### src/rtl/rd_lat_pipe.sv
// Read-latency tracker: delays (valid, address) of each issued RAM read by
// RD_LAT cycles so the tag lines up with the returning read data.
//   in_vld/in_addr   : read issued this cycle (registered ram_en/ram_addr)
//   out_vld/out_addr : read whose data is on ram_rd_data this cycle
//   pend             : at least one read still travelling in the pipe
module rd_lat_pipe #(
  parameter int RD_LAT = 1,
  parameter int ADDR_W = 5
) (
  input  logic              clk,
  input  logic              rst,
  input  logic              in_vld,
  input  logic [ADDR_W-1:0] in_addr,
  output logic              out_vld,
  output logic [ADDR_W-1:0] out_addr,
  output logic              pend
);

  logic [RD_LAT-1:0]             vld_q, vld_d;
  logic [RD_LAT-1:0][ADDR_W-1:0] addr_q, addr_d;

  always_comb begin
    vld_d     = vld_q;
    addr_d    = addr_q;
    vld_d[0]  = in_vld;
    addr_d[0] = in_addr;
    for (int i = 1; i < RD_LAT; i++) begin
      vld_d[i]  = vld_q[i-1];
      addr_d[i] = addr_q[i-1];
    end
  end

  always_ff @(posedge clk or posedge rst) begin
    if (rst) begin
      vld_q  <= '0;
      addr_q <= '0;
    end else begin
      vld_q  <= vld_d;
      addr_q <= addr_d;
    end
  end

  assign out_vld  = vld_q[RD_LAT-1];
  assign out_addr = addr_q[RD_LAT-1];
  assign pend     = |vld_q;

endmodule

### config.mk
export PLATFORM = sky130hd
export DESIGN_NAME = rd_lat_pipe
export DESIGN_NICKNAME = d
export VERILOG_FILES = /design/src/rtl/rd_lat_pipe.sv
export SDC_FILE = /design/constraint.sdc
export NUM_CORES = 1
export LEC_CHECK = 0
export ABC_AREA = 1
export BUFFER_PORTS_ARGS = -buffer_cell sky130_fd_sc_hd__buf_4
export CAP_MARGIN = 10
export CORE_AREA = 2 2 39 41
export DETAILED_ROUTE_END_ITERATION = 8
export DIE_AREA = 0 0 41 43
export PLACE_DENSITY = 0.45
export SYNTH_ARGS = -nofsm -noshare
export SYNTH_HDL_FRONTEND = slang
export SYNTH_SLANG_ARGS = --single-unit
### constraint.sdc
create_clock -name clk -period 0.8 [get_ports clk]
set_input_delay 0.08 -clock clk [delete_from_list [all_inputs] [get_ports clk]]
set_output_delay 0.08 -clock clk [all_outputs]
set_load 0.005 [all_outputs]
==> results.md <==
Floorplan:
- The die boundary width is 41 µm.
- The boundary pin count is 15.
- The number of core rows is 14.
- From bottom edge to top edge, the die measures 43 µm.
- After floorplanning, the core was sized to cover 1380 µm².
- The die covers 1760 µm².
- The starting density of the core is 11.7%.

Power:
- The reported net switching power is 118 µW.
- The clock network burns 37.6% of the power.
- Sequential cells account for 48.3% of the total power.
- The standby leakage power is 0.192 nW.
- Power spread over the standard cell area amounts to 1740 nW/µm².
- The internal cell power is 561 µW.
- Combinational logic is responsible for 14.0% of the overall power.
- Across the VDD grid, the largest voltage drop is 0.000505 V.
- Net switching is 17.3% of the power.

Setup path:
- The maximum single-stage delay on the critical path is 0.37 ns.
- The largest driver fanout on the critical path is 2.
- The setup path with the least slack is of type register to output port.
- Data arrives at the worst endpoint at 0.75 ns.
- The category of the worst setup path launch point is a register.
- The critical path's slowest cell is sky130_fd_sc_hd__dfrtp_1.
- Counting both buffers and inverters, the worst setup path holds a total of 1.
- The family of cells with the greatest summed delay on the critical path is flip-flops.
- The worst setup path is captured at an output port.
- The signal on the critical path passes through buf_4.
- At the worst endpoint, the required time is 0.72 ns.

Drt:
- After detailed routing, the average wire length per cell comes to 7.72 µm.
- After detailed routing, the total wire length is 363 µm.
- After detailed routing, the number of remaining DRC violations is 0.
- The antenna violation net count after detailed routing is 0.
- The first routing iteration left 0 violations.
- For this run, the detailed router's first-pass iteration total came to 1.
- The total number of vias is 141.
- The via-per-instance ratio is 3.00.

CTS:
- The total clock buffers created by CTS is 3.
- CTS placed an instance of sky130_fd_sc_hd__clkbuf_4 at the clock tree root.
- Counting every sink on the clock net gives 6.
- The clock passes through at most 2 buffers.
- The clock edge transition at the registers on the reported setup and hold paths is 0.04 ns.
- In this run the number of H-tree levels came out at 1.
- The TritonCTS clock tree is built.

Timing:
- The worst hold margin is 0.317 ns.
- For the pin with the worst max-slew slack, the measured transition is 0.205 ns.
- The final clock period utilization by the worst path is 103%.
- The sum of negative setup slack is -0.0516 ns.
- The total count of max-transition violations in the final report is 0.
- The headroom to the max-slew limit is 86.3%.
- The time the worst path needs with I/O delays and setup is 0.826 ns.
- Setup repair after global routing could not meet its margin everywhere.
- Once routing completed, OpenROAD measured the worst setup slack at -0.0261 ns.
- The final-report setup violation count is 2.
- The highest achievable clock rate is 1210 MHz.
- The final hold violation count is 0.

Place:
- The placed instances occupy a cell area of 279 µm².
- Port buffering added 14 buffers.
- At the end of routability-driven placement, the weighted congestion stood at 0.618.

Final layout:
- The net count of the finished layout is 41.
- The number of antenna diodes in the final layout is 0.
- The combined area of the multi-input logic cells is 0 µm².
- The fraction of layout instances using a drive strength above 1 is 54.8%.
- The count of multi-input gates is 0.
- The area of all placed cells without fillers is 390 µm².
- For this run, the share of the core covered by cells in the final layout is 28.2%.
- The area growth from synthesis to layout is 142%.

Status:
- The final reports fail on setup timing.
- The run finished, with violations left.

Global routing:
- The first global-routing pass estimated 524 µm of wire.
- The pin count of the biggest net entering global routing is 7.
- The number of antenna violations at the first check in global routing came to 0.
- The aggregate global-route resource usage is 5.17%.
- The number of global-route vias before repair came to 150.
- The overflow left after global routing is 0.

Yosys:
- The synthesized netlist contains 3 unique library cells.
- The share of synthesized area occupied by flip-flops and latches is 93.0%.
- The cell count after synthesis is 8.
- The synthesized design contains 6 register bits.
- The netlist area before placement is 161 µm².
- Counting every net in the synthesized netlist gives 16.
- After synthesis, the mean cell area works out to 20.2 µm².
- For this run, the number of Yosys warnings is 0.

Flow run:
- The number of max-cap violations is 0.

Min path:
- The tightest min-delay check is of the input pin to async pin type.
==> metrics by stage <==
stage / std cells / power, mW / worst slack, ns
final: 47 / 0.679 / -0.0261
after global routing: 47 / 0.710 / -0.0563
after CTS: 47 / 0.698 / -0.0353
after detailed placement: 37 / 0.392 / 0.224
after global placement: 37 / 0.391 / 0.230
after floorplan: 8 / 0.340 / 0.222
==> cell usage in the layout (no fill, tap or decap) <==
cell type                       netlist  routed
sky130_fd_sc_hd__buf_6                0       5
sky130_fd_sc_hd__buf_4                1       9
sky130_fd_sc_hd__dlygate4sd3_1        0       7
sky130_fd_sc_hd__clkbuf_4             0       3
sky130_fd_sc_hd__dfrtp_1              6       6
sky130_fd_sc_hd__inv_1                1       1
==> state kept, by name (all words and copies together), names as in the netlist <==
name and flops:
out_addr 5, out_vld 1
==> what timing repair did <==
action,in CTS,in global routing
hold endpoints to repair,12,0
endpoints found under the setup margin,7,7
gates cloned,0,0
buffers inserted,0,0
hold buffers,7,0
gates resized for setup,5,0
==> power by group through the flow <==
stage / Clock, mW / Combinational, mW / Sequential (mW)
detailed placement: 0 / 0.0625 / 0.330
global route: 0.276 / 0.105 / 0.330
global placement: 0 / 0.0613 / 0.330
floorplan: 0 / 0.00882 / 0.331
CTS: 0.273 / 0.0968 / 0.328
finish: 0.255 / 0.0951 / 0.328
==> area by class of cell <==
type	count	area, µm²
fill	153	993
timing repair buffer	21	194
sequential	6	150
clock buffer	3	22.5
tap	16	20.0
inverter	1	3.75
==> cell families (layout without fill, tap and decap cells) <==
group,count (synthesis),count (layout),synth area share [%]
flops,6,6,93.0
buf+inv,2,25,6.98
==> cell usage after synthesis (all sizes together) <==
library cell  number  area share [%]
dfrtp              6              93
buf                1             4.7
inv                1             2.3
==> final timing paths <==
| path | depth (start not counted) | endpoint | slack [ns] | from |
|---|---|---|---|---|
| max in group asynchronous | 3 | out_addr[2]$_DFF_PP0_ | 0.31 | rst |
| max | 1 | out_vld | -0.03 | out_vld$_DFF_PP0_ |
| min | 3 | out_vld$_DFF_PP0_ | 0.32 | rst |
| min in group clk | 2 | out_addr[4]$_DFF_PP0_ | 0.49 | in_addr[4] |
==> metal layers <==
metal | GRT usage, % | routed length (µm)
met5 | 0 | 0
met3 | 3.14 | 84
met1 | 4.65 | 126
met2 | 6.88 | 152
met4 | 6.00 | 0
Note: power is estimated with default switching activity, not from simulation.
